<file path="config.mk">
export PLATFORM = sky130hd
export DESIGN_NAME = mac_accumulator_flat
export DESIGN_NICKNAME = d
export VERILOG_FILES = /design/src/rtl/mac_accumulator_if.sv /design/src/rtl/mac_accumulator.sv /design/src/flat_wrapper.sv
export SDC_FILE = /design/constraint.sdc
export NUM_CORES = 1
export LEC_CHECK = 0
export CAP_MARGIN = 10
export CORE_MARGIN = 8
export CORE_UTILIZATION = 50
export DETAILED_ROUTE_END_ITERATION = 12
export PLACE_DENSITY_LB_ADDON = 0.3
export SLEW_MARGIN = 40
export SYNTH_ARGS = -nofsm -noshare
export SYNTH_HDL_FRONTEND = slang
export SYNTH_SLANG_ARGS = --single-unit
</file>
<file path="constraint.sdc">
create_clock -name clk -period 24.2 [get_ports clk]
set_input_delay 3.63 -clock clk [delete_from_list [all_inputs] [get_ports clk]]
set_output_delay 3.63 -clock clk [all_outputs]
set_load 0.01 [all_outputs]
</file>
<file path="src/rtl/mac_accumulator_if.sv">
// Stream/result bundle for mac_accumulator: job start with bias, (act, wgt) input
// stream, result handshake and status. The master drives stimulus; the block is the slave.
interface mac_accumulator_if;
  logic               start;
  logic signed [31:0] bias_in;
  logic               in_valid;
  logic               in_ready;
  logic signed [7:0]  act_in;
  logic signed [7:0]  wgt_in;
  logic               acc_valid;
  logic               acc_ready;
  logic signed [31:0] acc_out;
  logic               busy;
  logic               sat_flag;

  modport master (
    output start, bias_in, in_valid, act_in, wgt_in, acc_ready,
    input  in_ready, acc_valid, acc_out, busy, sat_flag
  );

  modport slave (
    input  start, bias_in, in_valid, act_in, wgt_in, acc_ready,
    output in_ready, acc_valid, acc_out, busy, sat_flag
  );
endinterface

</file>
<file path="src/rtl/mac_accumulator.sv">
// Streaming int8 x int8 multiply-accumulate into a bias-seeded 32-bit accumulator.
// Optional feature macro: MAC_SAT_EN (saturating accumulate with sticky sat_flag).
module mac_accumulator #(
  parameter int IN_LEN = 784,
  parameter int CNT_W  = 10
) (
  input  logic              clk,
  input  logic              rst_n,
  mac_accumulator_if.slave  bus
);

  typedef enum logic [1:0] {IDLE, ACCUM, DONE} state_t;

  localparam logic [CNT_W-1:0] LAST_IDX = CNT_W'(IN_LEN - 1);

  state_t             state;
  logic signed [31:0] acc;
  logic [CNT_W-1:0]   cnt;
  logic               in_ready_q;
  logic               acc_valid_q;
  logic signed [31:0] acc_out_q;
  logic               busy_q;
  logic               sat_q;

  logic               beat;
  logic signed [15:0] prod;
  logic signed [31:0] acc_next;
  logic               sat_hit;

  assign beat = bus.in_valid && in_ready_q;
  assign prod = $signed(bus.act_in) * $signed(bus.wgt_in);

`ifdef MAC_SAT_EN
  logic signed [32:0] sum_wide;

  // Overflow shows up as the two top bits of the 33-bit sum disagreeing.
  always_comb begin
    // NOTE: every combinational output gets a default first so no path infers a latch.
    acc_next = 32'sd0;
    sum_wide = {acc[31], acc} + {{17{prod[15]}}, prod};
    sat_hit  = (sum_wide[32] != sum_wide[31]);
    if (!sat_hit)
      acc_next = sum_wide[31:0];
    else if (sum_wide[32])
      acc_next = 32'sh8000_0000;
    else
      acc_next = 32'sh7FFF_FFFF;
  end
`else
  always_comb begin
    acc_next = acc + {{16{prod[15]}}, prod};
    sat_hit  = 1'b0;
  end
`endif

  always_ff @(posedge clk) begin
    // NOTE: all state uses non-blocking assignment so every register samples pre-edge values.
    if (!rst_n) begin
      state       <= IDLE;
      acc         <= '0;
      cnt         <= '0;
      in_ready_q  <= 1'b0;
      acc_valid_q <= 1'b0;
      acc_out_q   <= '0;
      busy_q      <= 1'b0;
      sat_q       <= 1'b0;
    end else begin
      case (state)
        IDLE: begin
          if (bus.start) begin
            state      <= ACCUM;
            acc        <= bus.bias_in;
            cnt        <= '0;
            sat_q      <= 1'b0;
            in_ready_q <= 1'b1;
            busy_q     <= 1'b1;
          end
        end
        ACCUM: begin
          if (beat) begin
            acc   <= acc_next;
            cnt   <= cnt + 1'b1;
            sat_q <= sat_q | sat_hit;
            // The result register only moves here, so it is stable for the whole DONE phase.
            if (cnt == LAST_IDX) begin
              state       <= DONE;
              in_ready_q  <= 1'b0;
              acc_valid_q <= 1'b1;
              acc_out_q   <= acc_next;
            end
          end
        end
        DONE: begin
          if (bus.acc_ready) begin
            state       <= IDLE;
            acc_valid_q <= 1'b0;
            busy_q      <= 1'b0;
          end
        end
        default: state <= IDLE;
      endcase
    end
  end

  assign bus.in_ready  = in_ready_q;
  assign bus.acc_valid = acc_valid_q;
  assign bus.acc_out   = acc_out_q;
  assign bus.busy      = busy_q;
  assign bus.sat_flag  = sat_q;

endmodule
</file>
<file path="src/flat_wrapper.sv">
// flat-port wrapper written by rule: the top's interface ports become plain ports
module mac_accumulator_flat 
#(
  parameter int IN_LEN = 784,
  parameter int CNT_W  = 10
)
  (clk, rst_n, bus_start, bus_bias_in, bus_in_valid, bus_act_in, bus_wgt_in, bus_acc_ready, bus_in_ready, bus_acc_valid, bus_acc_out, bus_busy, bus_sat_flag);
  mac_accumulator_if bus_i ();
  input  logic clk;
  input  logic rst_n;
  input wire logic [$bits(bus_i.start)-1:0] bus_start;
  input wire logic [$bits(bus_i.bias_in)-1:0] bus_bias_in;
  input wire logic [$bits(bus_i.in_valid)-1:0] bus_in_valid;
  input wire logic [$bits(bus_i.act_in)-1:0] bus_act_in;
  input wire logic [$bits(bus_i.wgt_in)-1:0] bus_wgt_in;
  input wire logic [$bits(bus_i.acc_ready)-1:0] bus_acc_ready;
  output wire logic [$bits(bus_i.in_ready)-1:0] bus_in_ready;
  output wire logic [$bits(bus_i.acc_valid)-1:0] bus_acc_valid;
  output wire logic [$bits(bus_i.acc_out)-1:0] bus_acc_out;
  output wire logic [$bits(bus_i.busy)-1:0] bus_busy;
  output wire logic [$bits(bus_i.sat_flag)-1:0] bus_sat_flag;
  assign bus_i.start = bus_start;
  assign bus_i.bias_in = bus_bias_in;
  assign bus_i.in_valid = bus_in_valid;
  assign bus_i.act_in = bus_act_in;
  assign bus_i.wgt_in = bus_wgt_in;
  assign bus_i.acc_ready = bus_acc_ready;
  assign bus_in_ready = bus_i.in_ready;
  assign bus_acc_valid = bus_i.acc_valid;
  assign bus_acc_out = bus_i.acc_out;
  assign bus_busy = bus_i.busy;
  assign bus_sat_flag = bus_i.sat_flag;
  mac_accumulator #(.IN_LEN(IN_LEN), .CNT_W(CNT_W)) u_core (.clk(clk), .rst_n(rst_n), .bus(bus_i));
endmodule
</file>
==> out/qor.yml <==
timing:
  finalClockSkew_ps: 7.964
  slew_violations: 0
  finalCritPeriodShare: 0.4258
  rsz0062_at_grt: "no"
  fin_tns_setup_ps: 0
  tightestPinTransition_ps: 785.5
  relSlewSlack: 0.4756
  hold_viol: 0
  period_needed_ps: 10300
  setup_viol: 0
  max_freq_ghz: 0.09705
routing:
  drtIter0Drc: 301
  ant_nets: 0
  via_count: 6263
  drcViolationCount: 0
  viasPerCell: 5.470
  dr.pass1.iters: 5
  routed_wl_um: 17760
  detail_route.wl_per_cell_um: 15.51
synthesis:
  synth_cells: 890
  synth.distinct_cells: 59
  synth-edff-count: 0
  async_flop_share: 0
  syn-cell-area_mm2: 0.007252
  yosys.area.top_type: "dfxtp_1"
  ys_seq_area_frac: 0.2181
  avgSynthCellArea_um2: 8.148
  synth_nets: 1062
  ys_warn_count: 0
  synth.area.top_cells: "dfxtp_1, fa_1, ha_1, a21oi_1, nand2_1"
  synth_seq_cells: 79
  synth_top_area_frac: 0.2181
  synth_top_flop_cell: "dfxtp_1"
final_layout:
  num-fill-cells: 1314
  multi_input_area_mm2: 0.005175
  fin_nets: 1128
  area.growth.synth_to_final_pct: 18.10
  insertedDiodeCount: 0
  ff_latch_area_mm2: 0.001582
  post-route-util: 0.5960
  layout-drive-gt1-share: 0.04058
clock_network:
  postCtsSetupBuffers: 0
  cts_htree_levels: 3
  clk_latency_ps: 340
  cts_buffers: 9
  cts_num_sinks: 79
  holdBufCountCts: 0
  cts_root_buffer: "clkbuf_16"
  path_clk_slew_ps: 60
  cts_tree: "built"
  clock_path_buffers: 2
  cts_resized: 0
die:
  start_util: 0.5047
  core_mm2: 0.01437
  rows: 44
  ioPinCount: 89
  dieArea_mm2: 0.01861
  die_h_um: 136.4
  die_x_um: 136.4
global_routing:
  grt_max_degree: 49
  grt.total_usage: 0.1959
  grt.overflow.total: 0
  antenna_found_initial: 0
  grt_pass1_vias: 6097
  grt_pass1_wl_um: 29610
critical_path:
  worstPathArrival_ps: 10560
  critical-path-top-delay-family: "adder cells"
  end_kind: "flip-flop"
  worstSetupPathType: "in2reg"
  cp_max_fo: 18
  reg2reg_from: "u_core.acc[0]"
  critical_path_required_ps: 24460
  crit_start: "bus_wgt_in[3]"
  critPathSlowestCell: "fa_1"
  crit_buf_inv: 6
  max_stage_delay_ps: 620
  worstSetupStartpointType: "input port"
placement:
  dp_hpwl_um: 13610
  place_congestion: 0.9164
  port-buffer-count: 87
job:
  drv_cap: 0
worst_hold_path:
  hold_class: "reg2reg"
  hp-start: "u_core.bus.acc_out[3]"
status:
  outcome: "complete, no violations"
## worst paths after layout
| check | to | cells after the start | slack [ps] |
|---|---|---|---|
| max | u_core.acc[24] | 26 | 13900 |
| min | u_core.bus.acc_out[3] | 2 | 450 |
| max reg2reg | u_core.acc[24] | 11 | 21110 |
| min reg2reg | u_core.bus.acc_out[3] | 2 | 450 |
## placed cells by master (no fill, tap or decap), drive strengths merged, types with 3 or more instances in the layout
cell and instances:
clkdlybuf4s50 87, inv 97, and2 46, buf 6, a311oi 10, a21oi 84
o21bai 6, nand2b 13, xor2 20, dfxtp 79, o221ai 3, o211ai 17
a21o 17, or3 4, o21ai 39, ha 63, nor2 53, a211oi 13
clkinv 3, clkbuf 10, nand2 105, xnor2 34, nand3 28, o21a 3
and3 7, fa 56, nand4 11, nor2b 9, nor3 4, a31oi 4
## sequential cells by signal (all words and copies together), names as in the netlist
register	cells
u_core.state	2
u_core.bus.acc_out	32
u_core.bus.in_ready	1
u_core.bus.acc_valid	1
u_core.cnt	10
u_core.bus.busy	1
u_core.acc	32
## Yosys cell counts, types with 28 or more instances
| master | n |
|---|---|
| nand3_1 | 28 |
| dfxtp_1 | 79 |
| a21oi_1 | 84 |
| and2_1 | 46 |
| o21ai_0 | 36 |
| clkbuf_1 | 33 |
| nor2_1 | 53 |
| xnor2_1 | 34 |
| inv_1 | 94 |
| fa_1 | 56 |
| ha_1 | 63 |
| nand2_1 | 105 |
## metal layers
layer / vias up / routed length (µm) / track usage
met1: 2946 / 8247 / 0.2644
met3: 22 / 1011 / 0.03474
met4: 0 / 257 / 0.04637
met2: 158 / 8243 / 0.3184
met5: - / 0 / 0
li1: 3137 / - / -
## cell families after synthesis
| family | after synthesis | synth area share |
|---|---|---|
| AO/OA/AOI/OAI | 213 | 0.1882 |
| XOR/XNOR | 54 | 0.06522 |
| adder cells (fa/ha/maj) | 119 | 0.2633 |
| buffers and inverters | 133 | 0.07074 |
| flip-flops | 79 | 0.2181 |
| multiplexers | 2 | 0.002933 |
| other | 1 | 0.0005171 |
| AND/OR/NAND/NOR | 289 | 0.1910 |
## stage by stage
stage               hold WS (ps)  setup slack, ps  instances  cell area (µm²)
floorplan                  436.2            14000        890             7252
global route               481.2            13480       1145             8564
global placement           443.2            13730       1129             8258
finish                     453.3            13900       1145             8564
detailed placement         449.6            13600       1129             8259
CTS                        458.3            13880       1145             8564
## final cells by class
cell class / count / share of cell area
Clock buffer: 10 / 0.02790
Clock inverter: 6 / 0.007743
Inverter: 95 / 0.04164
Multi-Input combinational cell: 678 / 0.6042
Sequential cell: 79 / 0.1847
Tap cell: 184 / 0.02688
Timing Repair Buffer: 93 / 0.1069
## worst register-to-register path, delay by kind of cell (launching register included)
| family | cells | cell delay [ps] |
|---|---|---|
| compound gates | 8 | 1860 |
| fa+ha+maj | 2 | 640 |
| flops | 1 | 310 |
| simple gates | 1 | 210 |
Power is left out: the tool's default activity adds up to more than one toggle a clock period on the data nets, which glitch-free logic cannot reach.
